$ cat src/rtl/key_event.sv
// Key press classifier: short / long / auto-repeat events plus the modulation-mode register.
// Optional auto-repeat while a long press is held is enabled by defining KEY_REPEAT_EN.
module key_event #(
    parameter int LONG_CYC   = 50_000_000,
    parameter int REPEAT_CYC = 10_000_000,
    parameter int CNT_W      = 26,
    parameter int MODE_NUM   = 3,
    parameter int MODE_W     = 2
) (
    input  logic              clk,
    input  logic              rst,
    input  logic              key_in,
    output logic              short_pulse,
    output logic              long_pulse,
    output logic              rpt_pulse,
    output logic [MODE_W-1:0] mode,
    output logic              busy
);

    typedef enum logic [1:0] {
        IDLE  = 2'd0,
        PRESS = 2'd1,
        LONG  = 2'd2
    } state_t;

    localparam logic [CNT_W-1:0]  LONG_LAST = CNT_W'(LONG_CYC - 1);
    localparam logic [MODE_W-1:0] MODE_LAST = MODE_W'(MODE_NUM - 1);

    if (LONG_CYC < 2 || REPEAT_CYC < 2 || MODE_NUM < 2 ||
        (64'd1 << MODE_W) < 64'(MODE_NUM) ||
        (64'd1 << CNT_W) < 64'(LONG_CYC) ||
        (64'd1 << CNT_W) < 64'(REPEAT_CYC)) begin : g_param_err
        $error("key_event: parameter out of range");
    end

    state_t            state, state_nx;
    logic [CNT_W-1:0]  cnt, cnt_nx;
    logic              key_d;
    logic [MODE_W-1:0] mode_nx, mode_inc;
    logic              short_nx, long_nx;

    assign mode_inc = (mode == MODE_LAST) ? '0 : mode + 1'b1;

`ifdef KEY_REPEAT_EN
    localparam logic [CNT_W-1:0] RPT_LAST = CNT_W'(REPEAT_CYC - 1);
    logic rpt_nx;
`else
    assign rpt_pulse = 1'b0;
`endif

    always_comb begin
        state_nx = state;
        cnt_nx   = cnt;
        mode_nx  = mode;
        short_nx = 1'b0;
        long_nx  = 1'b0;
`ifdef KEY_REPEAT_EN
        rpt_nx   = 1'b0;
`endif
        case (state)
            IDLE: begin
                // key_d starts at 0, so a key held through reset never looks like a fall
                if (key_d && !key_in) begin
                    state_nx = PRESS;
                    cnt_nx   = '0;
                end
            end
            PRESS: begin
                // release wins over the long threshold on the same edge
                if (key_in) begin
                    short_nx = 1'b1;
                    mode_nx  = mode_inc;
                    state_nx = IDLE;
                    cnt_nx   = '0;
                end else if (cnt == LONG_LAST) begin
                    long_nx  = 1'b1;
                    mode_nx  = '0;
                    state_nx = LONG;
                    cnt_nx   = '0;
                end else begin
                    cnt_nx   = cnt + 1'b1;
                end
            end
            LONG: begin
                if (key_in) begin
                    state_nx = IDLE;
                    cnt_nx   = '0;
                end else begin
`ifdef KEY_REPEAT_EN
                    if (cnt == RPT_LAST) begin
                        rpt_nx  = 1'b1;
                        mode_nx = mode_inc;
                        cnt_nx  = '0;
                    end else begin
                        cnt_nx  = cnt + 1'b1;
                    end
`else
                    cnt_nx = '0;
`endif
                end
            end
            default: begin
                state_nx = IDLE;
                cnt_nx   = '0;
            end
        endcase
    end

    always_ff @(posedge clk) begin
        if (rst) begin
            state       <= IDLE;
            cnt         <= '0;
            key_d       <= 1'b0;
            short_pulse <= 1'b0;
            long_pulse  <= 1'b0;
            mode        <= '0;
            busy        <= 1'b0;
        end else begin
            state       <= state_nx;
            cnt         <= cnt_nx;
            key_d       <= key_in;
            short_pulse <= short_nx;
            long_pulse  <= long_nx;
            mode        <= mode_nx;
            busy        <= (state_nx != IDLE);
        end
    end

`ifdef KEY_REPEAT_EN
    always_ff @(posedge clk) begin
        if (rst) rpt_pulse <= 1'b0;
        else     rpt_pulse <= rpt_nx;
    end
`endif

endmodule

$ cat config.mk
export PLATFORM = sky130hd
export DESIGN_NAME = key_event
export DESIGN_NICKNAME = d
export VERILOG_FILES = /design/src/rtl/key_event.sv
export SDC_FILE = /design/constraint.sdc
export NUM_CORES = 1
export LEC_CHECK = 0
export ABC_AREA = 1
export CAP_MARGIN = 20
export CORE_ASPECT_RATIO = 0.7
export CORE_MARGIN = 3
export CORE_UTILIZATION = 54
export DETAILED_ROUTE_END_ITERATION = 10
export GPL_ROUTABILITY_DRIVEN = 1
export PLACE_DENSITY = 0.75
export SYNTH_ARGS = -nofsm -noshare
export SYNTH_HDL_FRONTEND = slang
export SYNTH_SLANG_ARGS = --single-unit
$ cat constraint.sdc
create_clock -name clk -period 1.5 [get_ports clk]
set_input_delay 0.3 -clock clk [delete_from_list [all_inputs] [get_ports clk]]
set_output_delay 0.3 -clock clk [all_outputs]
set_load 0.005 [all_outputs]
==> PnR_summary.wiki <==
{| class="wikitable"
! Metric !! Value
|-
| Number of buffers inserted for hold repair after clock tree synthesis || 0
|-
| Post-layout total power || 1.779 mW
|-
| Remaining design rule violation count || 0
|-
| Commonest non-fill, non-tap cell in the layout || nand2_1
|-
| Sequential cell area || 715.7 um^2
|-
| Width of the die || 77.70 um
|-
| Post-CTS clock slew at the launch and capture registers of the worst setup and hold paths || 0.07 ns
|-
| Grt met2 use || 39.15%
|-
| Clock share of power || between 40 and 50%
|-
| Switching pwr || 0.4592 mW
|-
| Clock tree from TritonCTS || built
|-
| Final critical-path share of the clock period || 110.9%
|-
| Clock sink count || 34
|-
| Areal power density over the cells || between 600 and 700 nW/um^2
|-
| Worst-case clock buffer depth || 2
|-
| Count of buffers inserted at the top-level ports || 7
|-
| GRT Resource Usage Total || 27.18%
|-
| Type of destination of the critical path || flop
|-
| Post-Synthesis Net Count || 290
|-
| Class of the tightest hold or removal check || flop to flop
|-
| Area of the multi-input gates || about 1300 um^2
|-
| Met3 usage in global routing || 6.796%
|-
| Most frequent cells in the layout || nand2_1 (58), buf_4 (53), nor2_1 (40), inv_1 (24), nor2_2 (19)
|-
| Pin count of the biggest net entering global routing || 15
|-
| Post-detailed-routing wire length || 6698 um
|-
| Worst-skew pair later-pin latency || 0.30 ns
|-
| Synth unique cells || 29
|-
| Critical Path, Cell by Cell || buf_4 -> nand2_1 -> inv_1 -> nand2_1 -> nor3_1 -> nand2_4 -> nor2_2 -> nor2_1 -> nor2_1 -> nor2_1
|-
| Cell Rows || 17
|-
| Count of cells along the worst register-to-register path || 10
|-
| Wire length of the first global-routing pass || a little over 9000 um
|-
| Clock period minus final worst setup slack || 1.663 ns
|-
| Number of inserted diodes || 0
|-
| Sequential power share || 50.7%
|-
| Setup ws final || -0.1630 ns
|-
| Proportion of total power due to net switching || ~26%
|-
| Crit path max-delay family || simple AND/OR/NAND/NOR gates
|-
| Data arrival, critical path || 1.86 ns
|-
| Data required time of the worst path || 1.69 ns
|-
| Synthesized cell area || 1943 um^2
|-
| Final GP Congestion || 0.9339
|-
| Overall via count from detail_route || 2198
|-
| Average cell area after synthesis || 6.794 um^2
|-
| RR Startpoint || cnt[15]$_SDFFE_PP0P_
|-
| Timing-limited maximum frequency || between 0.6 and 0.7 GHz
|-
| Crit start category || flop
|-
| Met1 Use GR || 38.84%
|-
| Maximum net fanout on the critical path || 3
|-
| Slew at the pin closest to its max-slew limit || between 0.5 and 0.6 ns
|-
| Cell count of the worst hold path || 2
|-
| Clock skew || roughly 0.0026 ns
|-
| DRT iter0 DRCs || 227
|-
| Buffer and inverter count on the worst path || 2
|-
| Portion of the post-synthesis area used by sequential elements || about a third
|-
| Via count normalized by instance count || 5.481
|-
| Outcome || complete, but fails checks
|-
| Hold Violations, Final || 0
|-
| Synthesized netlist cell count || between 200 and 300
|-
| Part of the power in combinational logic || 8.2%
|-
| CTS Buf Count || 5
|-
| Fraction of final layout cells sized beyond drive strength 1 || 41.81%
|-
| Total number of H-tree levels || 2
|-
| Total of flip-flops plus latches after synthesis || 34
|-
| Number of global-route vias before repair || 1928
|-
| Layer with the highest usage || met2
|-
| MaxCap Viol Count || 0
|-
| Wire length per cell after detailed routing || 16.70 um
|-
| Die H || between 50 and 60 um
|-
| RSZ-0062 raised after global routing || true
|-
| Effective utilization at floorplan || about three fifths
|-
| Largest vdd supply drop || 918.2 uV
|-
| R2R setup slack || -0.16 ns
|-
| Layout net count || between 300 and 400
|-
| Count of pins on the block boundary || 9
|-
| Category of the most critical setup path || flop to flop
|-
| Critical path's most frequent cell || nor2_1
|-
| Worst slew margin || 64.39%
|-
| Overall die area || 4366 um^2
|-
| Critical-path top delay cell || dfxtp_1
|-
| Number of inserted filler cells in the final layout || 187
|-
| Endpoint of the worst hold path || mode[1]$_SDFFE_PP0P_
|-
| Initial antenna violation count || 0
|-
| Gr ovfl total || 0
|-
| Synthesis-to-layout area growth || 45.07%
|-
| Final setup fails || 20
|-
| Failing checks || negative setup slack
|-
| Delay of the slowest cell on the worst path || 0.39 ns
|-
| Final HPWL DP || 4104 um
|-
| Placeable core area || between 3000 and 4000 um^2
|-
| Internal power of the cells || 1.320 mW
|-
| Number of synthesis warnings || 0
|-
| Remaining antenna violation count || 0
|-
| Final number of max-transition violations || 0
|-
| Number of optimization iterations in the first detailed-route pass || 5
|-
| Min Hold Slack || 0.5013 ns
|-
| Reg-to-Reg End || cnt[23]$_SDFFE_PP0P_
|-
| Leakage power figure || approximately 1.1 nW
|-
| Buffer cell driving the clock tree root || clkbuf_8
|-
| Start point of the worst hold path || mode[1]$_SDFFE_PP0P_
|}
==> registers in the layout, indices dropped and copies added, names as in the netlist <==
signal,cells
key_d,1
cnt,26
short_pulse,1
state,2
mode,2
long_pulse,1
busy,1
==> per-stage QoR <==
stage               cells  setup TNS [ns]  utilization [%]  area, um^2  worst slack [ns]
global route          401          -1.783            85.50        2819           -0.2267
finish                401         -0.6940            85.50        2819           -0.1630
CTS                   398      -0.0003960            79.28        2614        -0.0003960
floorplan             286               0                -        1943          0.007050
global placement      389          -2.437            73.85        2435           -0.1658
detailed placement    389          -3.393            73.85        2435           -0.2022
==> power by group through the flow <==
stage | clock network (mW) | logic (mW) | registers (mW)
3_3_place_gp | 0 | 0.118 | 0.931
3_5_place_dp | 0 | 0.120 | 0.931
4_1_cts | 0.735 | 0.126 | 0.909
2_1_floorplan | 0 | 0.0779 | 0.931
6_report | 0.732 | 0.145 | 0.902
5_1_grt | 0.762 | 0.153 | 0.902
==> metal layers <==
layer / part of all wire [%] / vias to the layer above
met5: 0 / -
li1: - / 1034
met4: 2.7 / 0
met3: 9.3 / 20
met2: 46 / 118
met1: 42 / 1026
==> logic make-up (layout without fill, tap and decap cells) <==
kind of cell | count (synthesis) | count (layout) | share of synthesized area (%)
and+or+nand+nor | 177 | 178 | 42.63
AOI/OAI and AO/OA | 19 | 19 | 5.216
xor gates and xnor gates | 17 | 17 | 7.662
DFF | 34 | 34 | 35.03
adders and majority gates | 1 | 1 | 0.6438
other | 1 | 1 | 0.1930
buffers and inverters | 37 | 104 | 8.628
==> worst reg2reg max path, cell delays in order, from the launching register on <==
cell and delay (ns):
dfxtp_1 0.39, buf_4 0.16, nand2_1 0.07, inv_1 0.08, nand2_1 0.09, nor3_1 0.30, nand2_4 0.09, nor2_2 0.13
nor2_1 0.06, nor2_1 0.13, nor2_1 0.06
==> cell usage after synthesis <==
library cell,instances,share of area [%]
nand2_1,66,13
nor2_1,52,10
dfxtp_1,34,35
inv_1,27,5.2
nand3_1,17,4.4
xor2_1,13,5.9
a21oi_1,12,3.1
nor2_2,11,3.5
nand4_1,10,3.2
nor3_1,7,1.8
inv_2,4,0.77
o21ai_0,4,1.0
xnor2_1,4,1.8
nand2_2,3,0.97
nand2_4,3,1.7
nor2_4,3,1.7
buf_4,2,0.77
clkbuf_1,2,0.39
nand3b_1,2,0.77
buf_12,1,1.0
conb_1,1,0.19
ha_1,1,0.64
inv_6,1,0.45
nor2_8,1,1.0
nor4_1,1,0.32
o21a_1,1,0.39
o21bai_1,1,0.39
o22ai_1,1,0.32
or2_2,1,0.32
==> how the worst max path moves through the flow <==
stage | slack [ns] | start | endpoint | cells after the start
3_3_place_gp | -0.17 | key_in | cnt[4]$_SDFFE_PP0P_ | 10
4_1_cts | -0.0004 | cnt[1]$_SDFFE_PP0P_ | mode[0]$_SDFFE_PP0P_ | 11
6_report | -0.16 | cnt[15]$_SDFFE_PP0P_ | cnt[23]$_SDFFE_PP0P_ | 10
5_1_grt | -0.23 | cnt[15]$_SDFFE_PP0P_ | cnt[23]$_SDFFE_PP0P_ | 10
2_1_floorplan | 0.007 | cnt[1]$_SDFFE_PP0P_ | cnt[4]$_SDFFE_PP0P_ | 11
3_5_place_dp | -0.20 | key_in | cnt[16]$_SDFFE_PP0P_ | 9
==> final cells by class <==
| type | count | area share, % |
|---|---|---|
| timing repair buffer | 64 | 18.20 |
| multi-input combinational | 216 | 46.56 |
| sequential | 34 | 25.39 |
| tap | 47 | 2.086 |
| clock buffer | 7 | 3.063 |
| clock inverter | 1 | 0.1775 |
| inverter | 32 | 4.527 |
==> what timing repair did <==
item	4_1_cts	5_1_grt
buffers inserted	1	2
pin swaps	8	24
setup endpoints to repair	24	26
resized for setup	27	51
gates cloned	0	1
Power figures use the tool's default switching activity.
